`src/rtl/ahb_apb_bridge.sv`:
```
// AHB-Lite slave to APB master bridge: each accepted 64-bit-bus transfer becomes one or two 32-bit APB beats.
// Optional APB4 write strobes (PSTRB) when AHB_APB_PSTRB_EN is defined.
module ahb_apb_bridge #(
  parameter int unsigned PADDR_WIDTH    = 16,
  parameter int unsigned PREADY_TIMEOUT = 0
) (
  input  logic                   HCLK,
  input  logic                   HRESET,
  input  logic                   HSELS,
  input  logic [1:0]             HTRANSS,
  input  logic                   HWRITES,
  input  logic [2:0]             HSIZES,
  input  logic [31:0]            HADDRS,
  input  logic [63:0]            HWDATA,
  input  logic                   HREADYMUXS,
  output logic [63:0]            HRDATAS,
  output logic                   HRESPS,
  output logic                   HREADYoutS,
  output logic                   PSEL,
  output logic                   PENABLE,
  output logic                   PWRITE,
  output logic [PADDR_WIDTH-1:0] PADDR,
  output logic [31:0]            PWDATA,
`ifdef AHB_APB_PSTRB_EN
  output logic [3:0]             PSTRB,
`endif
  input  logic [31:0]            PRDATA,
  input  logic                   PREADY,
  input  logic                   PSLVERR
);

  localparam int unsigned CW = (PREADY_TIMEOUT > 1) ? $clog2(PREADY_TIMEOUT) : 1;
  localparam bit          TIMEOUT_EN = (PREADY_TIMEOUT != 0);
  localparam logic [CW-1:0] TCNT_LAST = CW'(PREADY_TIMEOUT - 1);

  typedef enum logic [2:0] {
    IDLE, SETUP1, ACCESS1, SETUP2, ACCESS2, DONE, ERR1, ERR2
  } state_t;

  state_t         state_q, state_d;
  logic           is64_q;
  logic           lane_hi_q;
  logic [31:0]    addr_q;
  logic [CW-1:0]  tcnt_q;

  logic           accept, idle_like, start, size64, bad_size, in_access, timeout;
  logic [31:0]    base;
  logic           psel_d, penable_d, hready_d, hresp_d;
  logic           unused_bits;

  // HTRANSS[0] (NONSEQ vs SEQ) is irrelevant here; HADDRS[1:0] only feeds strobes
  assign unused_bits = ^{HTRANSS[0], HADDRS[1:0]};

  assign accept    = HSELS & HTRANSS[1] & HREADYMUXS;
  assign idle_like = (state_q == IDLE) || (state_q == DONE) || (state_q == ERR2);
  assign start     = idle_like & accept;
  assign size64    = (HSIZES == 3'd3);
  assign bad_size  = (HSIZES > 3'd3) || (size64 && (HADDRS[2:0] != 3'b000));
  assign in_access = (state_q == ACCESS1) || (state_q == ACCESS2);
  assign timeout   = TIMEOUT_EN && !PREADY && (tcnt_q == TCNT_LAST);
  assign base      = {HADDRS[31:3], HADDRS[2] & ~size64, 2'b00};

  // Data-phase write lane straight from HWDATA; the master holds it through wait states
  assign PWDATA = lane_hi_q ? HWDATA[63:32] : HWDATA[31:0];

  always_comb begin
    state_d   = state_q;
    psel_d    = 1'b0;
    penable_d = 1'b0;
    hready_d  = 1'b1;
    hresp_d   = 1'b0;
    case (state_q)
      IDLE, DONE, ERR2: begin
        if (accept) state_d = bad_size ? ERR1 : SETUP1;
        else        state_d = IDLE;
      end
      SETUP1:  state_d = ACCESS1;
      ACCESS1: begin
        if (PREADY)       state_d = PSLVERR ? ERR1 : (is64_q ? SETUP2 : DONE);
        else if (timeout) state_d = ERR1;
      end
      SETUP2:  state_d = ACCESS2;
      ACCESS2: begin
        if (PREADY)       state_d = PSLVERR ? ERR1 : DONE;
        else if (timeout) state_d = ERR1;
      end
      ERR1:    state_d = ERR2;
      default: state_d = IDLE;
    endcase
    case (state_d)
      SETUP1, SETUP2: begin
        psel_d   = 1'b1;
        hready_d = 1'b0;
      end
      ACCESS1, ACCESS2: begin
        psel_d    = 1'b1;
        penable_d = 1'b1;
        hready_d  = 1'b0;
      end
      ERR1: begin
        hready_d = 1'b0;
        hresp_d  = 1'b1;
      end
      ERR2:    hresp_d = 1'b1;
      default: ;
    endcase
  end

`ifdef AHB_APB_PSTRB_EN
  logic [3:0] strb_d;

  // Sub-word strobes from size and byte offset; reads carry no strobes
  always_comb begin
    strb_d = 4'h0;
    if (HWRITES) begin
      case (HSIZES)
        3'd0:    strb_d = 4'b0001 << HADDRS[1:0];
        3'd1:    strb_d = HADDRS[1] ? 4'b1100 : 4'b0011;
        default: strb_d = 4'hF;
      endcase
    end
  end

  always_ff @(posedge HCLK or posedge HRESET) begin
    if (HRESET)     PSTRB <= 4'h0;
    else if (start) PSTRB <= strb_d;
  end
`endif

  always_ff @(posedge HCLK or posedge HRESET) begin
    if (HRESET) begin
      state_q    <= IDLE;
      PSEL       <= 1'b0;
      PENABLE    <= 1'b0;
      HREADYoutS <= 1'b1;
      HRESPS     <= 1'b0;
    end else begin
      state_q    <= state_d;
      PSEL       <= psel_d;
      PENABLE    <= penable_d;
      HREADYoutS <= hready_d;
      HRESPS     <= hresp_d;
    end
  end

  // Address-phase capture, beat-2 address step, timeout counter and read capture
  always_ff @(posedge HCLK or posedge HRESET) begin
    if (HRESET) begin
      PWRITE    <= 1'b0;
      PADDR     <= '0;
      HRDATAS   <= '0;
      is64_q    <= 1'b0;
      lane_hi_q <= 1'b0;
      addr_q    <= '0;
      tcnt_q    <= '0;
    end else begin
      if (start) begin
        PWRITE    <= HWRITES;
        PADDR     <= PADDR_WIDTH'(base);
        addr_q    <= base;
        is64_q    <= size64;
        lane_hi_q <= base[2];
      end else if ((state_q == ACCESS1) && (state_d == SETUP2)) begin
        PADDR     <= PADDR_WIDTH'(addr_q + 32'd4);
        lane_hi_q <= 1'b1;
      end

      if ((state_q == SETUP1) || (state_q == SETUP2)) tcnt_q <= '0;
      else if (in_access && !PREADY)                   tcnt_q <= tcnt_q + CW'(1);

      if (in_access && PREADY && !PWRITE) begin
        if (!is64_q)                HRDATAS         <= {PRDATA, PRDATA};
        else if (state_q == ACCESS1) HRDATAS[31:0]  <= PRDATA;
        else                         HRDATAS[63:32] <= PRDATA;
      end
    end
  end

endmodule

```
`config.mk`:
```
export PLATFORM = sky130hd
export DESIGN_NAME = ahb_apb_bridge
export DESIGN_NICKNAME = d
export VERILOG_FILES = /design/src/rtl/ahb_apb_bridge.sv
export SDC_FILE = /design/constraint.sdc
export NUM_CORES = 1
export LEC_CHECK = 0
export BUFFER_PORTS_ARGS = -buffer_cell sky130_fd_sc_hd__buf_4
export CAP_MARGIN = 20
export CORE_MARGIN = 2
export CORE_UTILIZATION = 41
export CTS_CLUSTER_SIZE = 10
export DETAILED_ROUTE_END_ITERATION = 10
export PLACE_DENSITY = 0.77
export SYNTH_ARGS = -nofsm -noshare
export SYNTH_HDL_FRONTEND = slang
export SYNTH_SLANG_ARGS = --single-unit
```
`constraint.sdc`:
```
create_clock -name HCLK -period 3.16 [get_ports HCLK]
set_input_delay 0.316 -clock HCLK [delete_from_list [all_inputs] [get_ports HCLK]]
set_output_delay 0.316 -clock HCLK [all_outputs]
set_load 0.05 [all_outputs]
```
==> impl_metrics.json, run 1 <==
{
  "status": "completed",
  "peakVddDrop_v": 0.000768,
  "cts-root-buf": "clkbuf_16",
  "cts_tree": "built",
  "viasPerCell": 5.02,
  "r2r_cells": 4,
  "synth_cells": 380,
  "synthAdderAreaFrac_pct": 0.458,
  "grt_usage_pct": 20.8,
  "grt_use_met1_pct": 28.0,
  "cts_resized": 0,
  "clockBufferDepth": 2,
  "io_buffers": 237,
  "wl_um": 13600,
  "clk_latency_ns": 0.34,
  "dominantRegCellSynth": "dfrtp_1",
  "r2r-end": "HRDATAS[32]",
  "num_antenna_cells": 0,
  "cts_hold_buf": 0,
  "area_delta_synth_final_pct": 43.2,
  "crit_type": "register to register",
  "drtIter0Drc": 191,
  "layout.nets": 755,
  "syn_area_mm2": 0.00492,
  "fp.dieH_um": 114,
  "crit_chain": "nand2b_4, o21ai_1, nand2_2, mux2_2",
  "required_ns": 3.38,
  "min_path_type": "primary input to async pin",
  "worstMarginPinSlew_ns": 0.858,
  "critPathSlowestCell": "nand2_2",
  "drc": 0,
  "yosysMostFrequentCell": "dfrtp_1",
  "slew-limit-headroom_pct": 42.8,
  "fin_tns_setup_ns": 0,
  "layout_min_cycle_time_ns": 2.08,
  "clkTransAtPathRegs_ns": 0.07,
  "ys_seq_area_share_pct": 51.9,
  "grt_max_degree": 69,
  "synth_top_family_by_area": "multiplexers",
  "cts_setup_buffers": 0,
  "max-cap-violations": 0,
  "cts_made_buffers": 9,
  "grt_pass1_wl_um": 21000,
  "power.leakage_nw": 3.51,
  "synthTopCellsByCount": "dfrtp_1, mux2_2, nand2_1",
  "io_pins": 257,
  "reg2reg_slack_ns": 1.08,
  "vias": 3829,
  "cp_slowest_stage_delay_ns": 0.61,
  "die_w_um": 114,
  "avgSynthCellArea_um2": 12.9,
  "cts_sinks": 102,
  "global_route.usage.met3_pct": 3.61,
  "yosysUniqueCellTypes": 56,
  "muxShareOfSynthArea_pct": 25.3,
  "place.gp.congestion": 0.888,
  "ys_top_cells_by_area": "dfrtp_1, mux2_2, mux2_4",
  "fmax_mhz": 481,
  "fill_cells": 929,
  "first_global_vias": 3972,
  "design.core.area_mm2": 0.0116,
  "rsz0062_at_grt": "false",
  "reg2reg_from": "state_q[1]",
  "synth_top_area_share_pct": 51.4,
  "drtAntennaViolNets": 0,
  "drive_gt1_share_pct": 59.9,
  "synth-xor-area-share_pct": 1.07,
  "synth-compound-area-share_pct": 7.36,
  "start_util_pct": 42.5,
  "ys_seq_elements": 102,
  "hold_ws_ns": 0.151,
  "drt-pass1-iter-count": 4,
  "hpwlAfterDp_um": 10500,
  "path_max_fanout": 32,
  "core.rowCount": 39,
  "busiest_layer": "met2",
  "grt_overflow": 0,
  "async_flop_share_pct": 100,
  "synthSimpleGateAreaFrac_pct": 9.54,
  "synth_top_cell_by_area": "dfrtp_1",
  "final-setup-viol-count": 0,
  "finClkSkew_ns": 0.00704,
  "dieArea_mm2": 0.0129,
  "fin_crit_sh_pct": 65.8,
  "arrival_ns": 2.30,
  "yosysWarnings": 0,
  "cp-end-kind": "register",
  "power_density_mw_per_mm2": 1250,
  "met2_usage_pct": 34.8,
  "wire_per_inst_um": 17.9,
  "antenna_found_initial": 0,
  "final_hold_viol_count": 0,
  "ctsHtreeMaxLevel": 3,
  "critPathLaunchType": "register",
  "drv_slew": 0,
  "synth_edf_count": 0
}
metal layers:
layer,wire (um),up-vias
li1,-,1809
met1,6110,1892
met2,6770,116
met3,568,12
met4,169,0
met5,0,-
stage by stage:
stage | power, W | util [%] | std cells | instance area, um^2 | setup WS (ns)
2_1_floorplan | 0.00628 | - | 381 | 4920 | 0.170
3_3_place_gp | 0.00769 | 58.4 | 746 | 6760 | 1.14
3_5_place_dp | 0.00780 | 58.4 | 746 | 6760 | 1.08
4_1_cts | 0.00889 | 60.9 | 762 | 7040 | 1.04
5_1_grt | 0.00921 | 60.9 | 762 | 7040 | 0.939
6_report | 0.00883 | 60.9 | 762 | 7040 | 1.08
area by class of cell:
| cell class | instances | area [um^2] | share of cell area, % |
|---|---|---|---|
| flip-flops and latches | 102 | 2550 | 36.3 |
| multi-input cells | 247 | 2160 | 30.6 |
| repair buffers | 243 | 1820 | 25.9 |
| clock buffers | 9 | 225 | 3.20 |
| well taps | 143 | 179 | 2.54 |
| clock inverters | 7 | 57.6 | 0.817 |
| inverters | 11 | 43.8 | 0.622 |
kinds of logic (layout without fill, tap and decap cells):
logic type	Yosys count	in the layout
fa+ha+maj	2	2
mux	101	101
compound gates	52	52
simple gates	84	84
other cells	1	2
xor+xnor	6	6
buf+inv	32	270
flops	102	102
how the worst max path moves through the flow:
stage                     startpoint  slack, ns           to
after floorplan               HRESET       0.17   HRDATAS[0]
after global placement    state_q[1]       1.14   HRDATAS[0]
after detailed placement  state_q[2]       1.08  HRDATAS[25]
after CTS                 state_q[2]       1.04  HRDATAS[29]
after global routing      state_q[1]       0.94  HRDATAS[59]
final                     state_q[1]       1.08  HRDATAS[32]
layout by cell type, fill, tap and decap left out, types with 3 or more instances in the layout:
| cell | synthesis | final |
|---|---|---|
| mux2_4 | 30 | 30 |
| nand2_1 | 40 | 40 |
| dfrtp_1 | 101 | 101 |
| buf_4 | 3 | 243 |
| clkbuf_16 | 0 | 9 |
| mux2i_1 | 5 | 5 |
| nor2_1 | 5 | 5 |
| o21ai_0 | 22 | 22 |
| mux2_2 | 58 | 58 |
| inv_1 | 11 | 10 |
| a21oi_1 | 3 | 3 |
| nor3_1 | 10 | 10 |
| xnor2_1 | 5 | 5 |
| nand3_1 | 10 | 10 |
| o21ai_1 | 6 | 6 |
| mux2_1 | 8 | 8 |
| o21a_1 | 4 | 4 |
report_power, final:
part	internal, W	leakage (nW)	total (W)	switching, W
clock	0.000546	0.134	0.00106	0.000515
sequential	0.00197	1.23	0.00247	0.000494
combinational	0.00191	2.14	0.00530	0.00339
worst max-delay path, delay by kind of cell, from the launching register on:
| kind | cells | cell delay (ns) |
|---|---|---|
| simple gates | 2 | 0.83 |
| flops | 1 | 0.60 |
| mux | 1 | 0.41 |
| compound gates | 1 | 0.08 |
sequential cells by signal (all words and copies together), names as in the netlist, 3 cells and up:
| name | count |
|---|---|
| HRDATAS | 64 |
| PADDR | 14 |
| state_q | 3 |
| addr_q | 14 |
Power figures use the tool's default switching activity.
==> run 2: changes to the inputs <==
Settings changed: ABC_AREA set to 1, CORE_UTILIZATION 41 to 45, PLACE_DENSITY 0.77 to 0.8.
Clock period 3.16 ns to 2 ns, I/O delays scaled along.
==> impl_metrics.json, run 2 <==
{
  "ys_seq_area_share_pct": 53.1,
  "ys_seq_elements": 102,
  "regMostFlops": "HRDATAS",
  "cts_resized": 0,
  "max-cap-violations": 0,
  "antenna_found_initial": 0,
  "fmax_mhz": 531,
  "viasPerCell": 4.86,
  "yosysMostFrequentCell": "nand2_1",
  "avgSynthCellArea_um2": 8.52,
  "finClkSkew_ns": 0.0126,
  "clockBufferDepth": 2,
  "synthTopCellsByCount": "nand2_1, dfrtp_1, o21ai_0",
  "io_buffers": 237,
  "cts_sinks": 102,
  "final_hold_viol_count": 0,
  "cp-end-kind": "primary output",
  "die_w_um": 107,
  "critPathLaunchType": "register",
  "vias": 4546,
  "final-setup-viol-count": 0,
  "design.core.area_mm2": 0.0104,
  "fin_crit_sh_pct": 94.2,
  "area_delta_synth_final_pct": 44.2,
  "synth_top_area_share_pct": 52.5,
  "cts-root-buf": "clkbuf_8",
  "cts_made_buffers": 9,
  "clk_latency_ns": 0.36,
  "drtAntennaViolNets": 0,
  "synth_cells": 565,
  "wire_per_inst_um": 14.7,
  "synth_top_cell_by_area": "dfrtp_1",
  "ys_top_cells_by_area": "dfrtp_1, nand2_1, o21ai_0",
  "layout.nets": 936,
  "first_global_vias": 4509,
  "dominantRegCellSynth": "dfrtp_1",
  "wl_um": 13700,
  "final_cell_mix": "buf_4, nand2_1, dfrtp_1",
  "yosysWarnings": 0,
  "required_ns": 1.80,
  "place.gp.congestion": 0.795,
  "rsz0062_at_grt": "false",
  "grt_overflow": 0,
  "fp.dieH_um": 107,
  "arrival_ns": 1.68,
  "io_pins": 257,
  "final_common_cell": "buf_4",
  "layout_min_cycle_time_ns": 1.88,
  "path_max_fanout": 32,
  "grt_pass1_wl_um": 21200,
  "largest_reg_flops": 64,
  "worstMarginPinSlew_ns": 0.545,
  "crit_type": "register to primary output",
  "drt-pass1-iter-count": 4,
  "grt_usage_pct": 23.7,
  "num_antenna_cells": 0,
  "cts_setup_buffers": 0,
  "synth_edf_count": 0,
  "drtIter0Drc": 224,
  "hpwlAfterDp_um": 10600,
  "status": "completed",
  "syn_area_mm2": 0.00481,
  "ctsHtreeMaxLevel": 3,
  "fin_tns_setup_ns": 0,
  "async_flop_share_pct": 100,
  "drc": 0,
  "dieArea_mm2": 0.0115,
  "clkTransAtPathRegs_ns": 0.09,
  "drv_slew": 0,
  "cts_tree": "built",
  "grt_max_degree": 103,
  "power_density_mw_per_mm2": 1840,
  "top_regs": "HRDATAS (64), PADDR (14), addr_q (14)",
  "drive_gt1_share_pct": 38.0,
  "power.leakage_nw": 3.80,
  "min_path_type": "primary input to register",
  "start_util_pct": 46.4,
  "core.rowCount": 37,
  "yosysUniqueCellTypes": 27,
  "fin_util_pct": 67.0,
  "slew-limit-headroom_pct": 63.7,
  "peakVddDrop_v": 0.00156
}
[run 2: cell count changes in the layout (fill, tap and decap cells not counted), sizes merged, moves of 10 or more]
cell | before | now
nand2 | 42 | 179
mux2 | 96 | 32
inv | 14 | 70
o21ai | 28 | 81
nand3 | 10 | 33
nor2 | 5 | 25
nor3 | 11 | 1
[run 2: logic make-up (layout without fill, tap and decap cells)]
group,after synthesis,after routing,synth area share [%]
other,1,2,0.0779
adder cells (fa/ha/maj),1,1,0.260
AO/OA/AOI/OAI,89,89,9.67
AND/OR/NAND/NOR,244,244,21.2
flip-flops,102,102,53.1
multiplexers,32,32,7.49
XOR/XNOR,2,2,0.364
buffers and inverters,94,328,7.85
[run 2: where the power goes]
| part | switching (W) | internal, W | total [W] |
|---|---|---|---|
| combinational | 0.00550 | 0.00241 | 0.00791 |
| sequential | 0.000636 | 0.00304 | 0.00368 |
| clock | 0.000732 | 0.000466 | 0.00120 |
[run 2: cell type report]
class	count	area [um^2]
Fill cell	817	3430
Inverter	68	259
Clock buffer	10	128
Multi-Input combinational cell	370	1900
Clock inverter	6	45.0
Tap cell	136	170
Sequential cell	102	2550
Timing Repair Buffer	244	1880
[run 2: repair_timing]
action / CTS / global route
hold buffers: 1 / 0
setup endpoints to repair: 0 / 0
endpoints found under the hold margin: 4 / 0
[run 2: final timing paths]
path / from / end / slack [ns] / cells past startpoint
setup / recovery: lane_hi_q / PWDATA[4] / 0.12 / 3
min in group asynchronous: HRESET / HRESPS / 0.51 / 4
setup reg to reg: state_q[2] / PADDR[5] / 0.22 / 9
max in group asynchronous: HRESET / HREADYoutS / 1.04 / 4
hold reg to reg: HRDATAS[24] / HRDATAS[24] / 0.50 / 2
hold / removal: HWRITES / PWRITE / 0.04 / 3
[run 2: through the flow]
| step | instances | power (W) | hold WS (ns) | setup WS, ns | area [um^2] |
|---|---|---|---|---|---|
| floorplan | 566 | 0.00917 | 0.310 | 0.448 | 4820 |
| global placement | 919 | 0.0115 | 0.394 | 0.321 | 6760 |
| detailed placement | 919 | 0.0117 | 0.405 | 0.258 | 6760 |
| CTS | 936 | 0.0129 | 0.0177 | 0.0750 | 6940 |
| global route | 936 | 0.0135 | 0.0345 | 0.0443 | 6940 |
| finish | 936 | 0.0128 | 0.0375 | 0.116 | 6940 |
[run 2: per-layer routing]
layer	wire length [um]	global-route usage (%)
met1	4980	25.0
met4	410	11.1
met3	1370	7.63
met2	6980	42.5
met5	0	0
[run 2: worst max-delay path, cell delays in order (launching register included)]
cell and delay, ns:
dfrtp_1 0.37, buf_4 0.35, mux2_2 0.41, buf_4 0.19
==> run 3: changes to the inputs <==
Settings changed: BUFFER_PORTS_ARGS -buffer_cell sky130_fd_sc_hd__buf_4 to -buffer_cell sky130_fd_sc_hd__clkbuf_2.
==> impl_metrics.json, run 3 (synthesis results as in run 2) <==
{
  "vias": 4502,
  "multi_input_area_mm2": 0.00190,
  "fp.dieH_um": 107,
  "start_util_pct": 46.4,
  "arrival_ns": 1.62,
  "wl_met3_um": 1280,
  "slew-limit-headroom_pct": 62.3,
  "crit_type": "register to primary output",
  "cts_sinks": 102,
  "clockBufferDepth": 2,
  "first_global_vias": 4301,
  "viasPerCell": 4.79,
  "regArea_mm2": 0.00255,
  "fill_cells": 958,
  "power_density_mw_per_mm2": 1890,
  "fin_util_pct": 61.6,
  "final_common_cell": "clkbuf_2",
  "drtAntennaViolNets": 0,
  "io_pins": 257,
  "cp-end-kind": "primary output",
  "power.leakage_nw": 3.65,
  "worstMarginPinSlew_ns": 0.564,
  "cts_tree": "built",
  "drtIter0Drc": 190,
  "rsz0062_at_grt": "false",
  "layout_min_cycle_time_ns": 1.82,
  "clk_latency_ns": 0.37,
  "fin_tns_setup_ns": 0,
  "wl_um": 12800,
  "drive_gt1_share_pct": 38.1,
  "design.core.area_mm2": 0.0104,
  "core.rowCount": 37,
  "status": "completed",
  "pre_cts_ws_ns": 0.236,
  "antenna_found_initial": 3,
  "largest_reg_flops": 64,
  "top_regs": "HRDATAS (64), PADDR (14), addr_q (14)",
  "hpwlAfterDp_um": 10000,
  "setup_slack_ns": 0.180,
  "path_max_fanout": 32,
  "fin_crit_sh_pct": 91.0,
  "critPathLaunchType": "register",
  "dieArea_mm2": 0.0115,
  "regMostFlops": "HRDATAS",
  "io_buffers": 237,
  "final-setup-viol-count": 0,
  "place.gp.congestion": 0.805,
  "final_cell_mix": "clkbuf_2, nand2_1, dfrtp_1",
  "peakVddDrop_v": 0.00114,
  "final_hold_viol_count": 0,
  "highest_layer": "met4",
  "cts_made_buffers": 9,
  "min_path_type": "primary input to register",
  "die_w_um": 107,
  "required_ns": 1.80,
  "cts_setup_buffers": 0,
  "ctsHtreeMaxLevel": 3,
  "wl_met2_um": 6210,
  "drt-pass1-iter-count": 4,
  "area_delta_synth_final_pct": 32.6,
  "max-cap-violations": 0,
  "grt_max_degree": 65,
  "drc": 0,
  "grt_overflow": 0,
  "wire_per_inst_um": 13.7,
  "fmax_mhz": 549,
  "layout.nets": 937,
  "grt_usage_pct": 22.4,
  "grt_pass1_wl_um": 19900,
  "finClkSkew_ns": 0.0129,
  "drv_slew": 0,
  "cts-root-buf": "clkbuf_8",
  "clkTransAtPathRegs_ns": 0.10,
  "drt-met1-wl_um": 4820
}
[run 3: cell types whose count changed in the layout (fill, tap and decap cells not counted), sizes merged]
| cell | before | now |
|---|---|---|
| buf | 243 | 7 |
| diode | 0 | 3 |
| clkbuf | 10 | 247 |
| clkinvlp | 1 | 3 |
| clkinv | 3 | 1 |
[run 3: metal layers]
| layer | track usage (%) | up-vias |
|---|---|---|
| met2 | 38.5 | 198 |
| met5 | 0 | - |
| li1 | - | 2246 |
| met1 | 24.7 | 2027 |
| met3 | 7.38 | 31 |
| met4 | 11.8 | 0 |
[run 3: path summary, 6_finish.rpt]
path	start	to	slack, ns	cells after the start
setup / recovery	lane_hi_q	PWDATA[25]	0.18	3
hold / removal	HADDRS[3]	addr_q[3]	0.05	3
setup reg to reg	state_q[2]	PADDR[4]	0.23	9
hold reg to reg	HRDATAS[48]	HRDATAS[48]	0.49	2
max in group asynchronous	HRESET	HRDATAS[58]	0.90	4
min in group asynchronous	HRESET	HRDATAS[34]	0.42	3
[run 3: final cells by class]
cell class,instances,area share [%]
repair buffers,245,20.5
well taps,136,2.67
clock inverters,6,0.823
multi-input cells,370,29.8
diodes,3,0.118
clock buffers,10,2.00
flip-flops and latches,102,40.0
inverters,68,4.06
[run 3: worst max-delay path, stage by stage, from the launching register on]
cell and delay, ns:
dfrtp_1 0.41, buf_12 0.21, mux2_2 0.38, clkbuf_2 0.24
[run 3: metrics by stage]
stage	hold WS [ns]	cells	power (W)	cell area, um^2
2_1_floorplan	0.310	566	0.00917	4820
3_3_place_gp	0.274	920	0.0108	6190
3_5_place_dp	0.278	920	0.0110	6190
4_1_cts	0.0307	937	0.0122	6380
5_1_grt	0.0580	940	0.0129	6380
6_report	0.0451	940	0.0121	6380
[run 3: timing repair]
| action | in CTS | in global routing |
|---|---|---|
| resized for setup | 0 | 0 |
| endpoints found under the hold margin | 22 | 0 |
| hold buffers | 1 | 0 |
[run 3: power by group]
part / switching, W / internal [W]
combinational: 0.00544 / 0.00178
sequential: 0.000613 / 0.00304
clock: 0.000742 / 0.000473
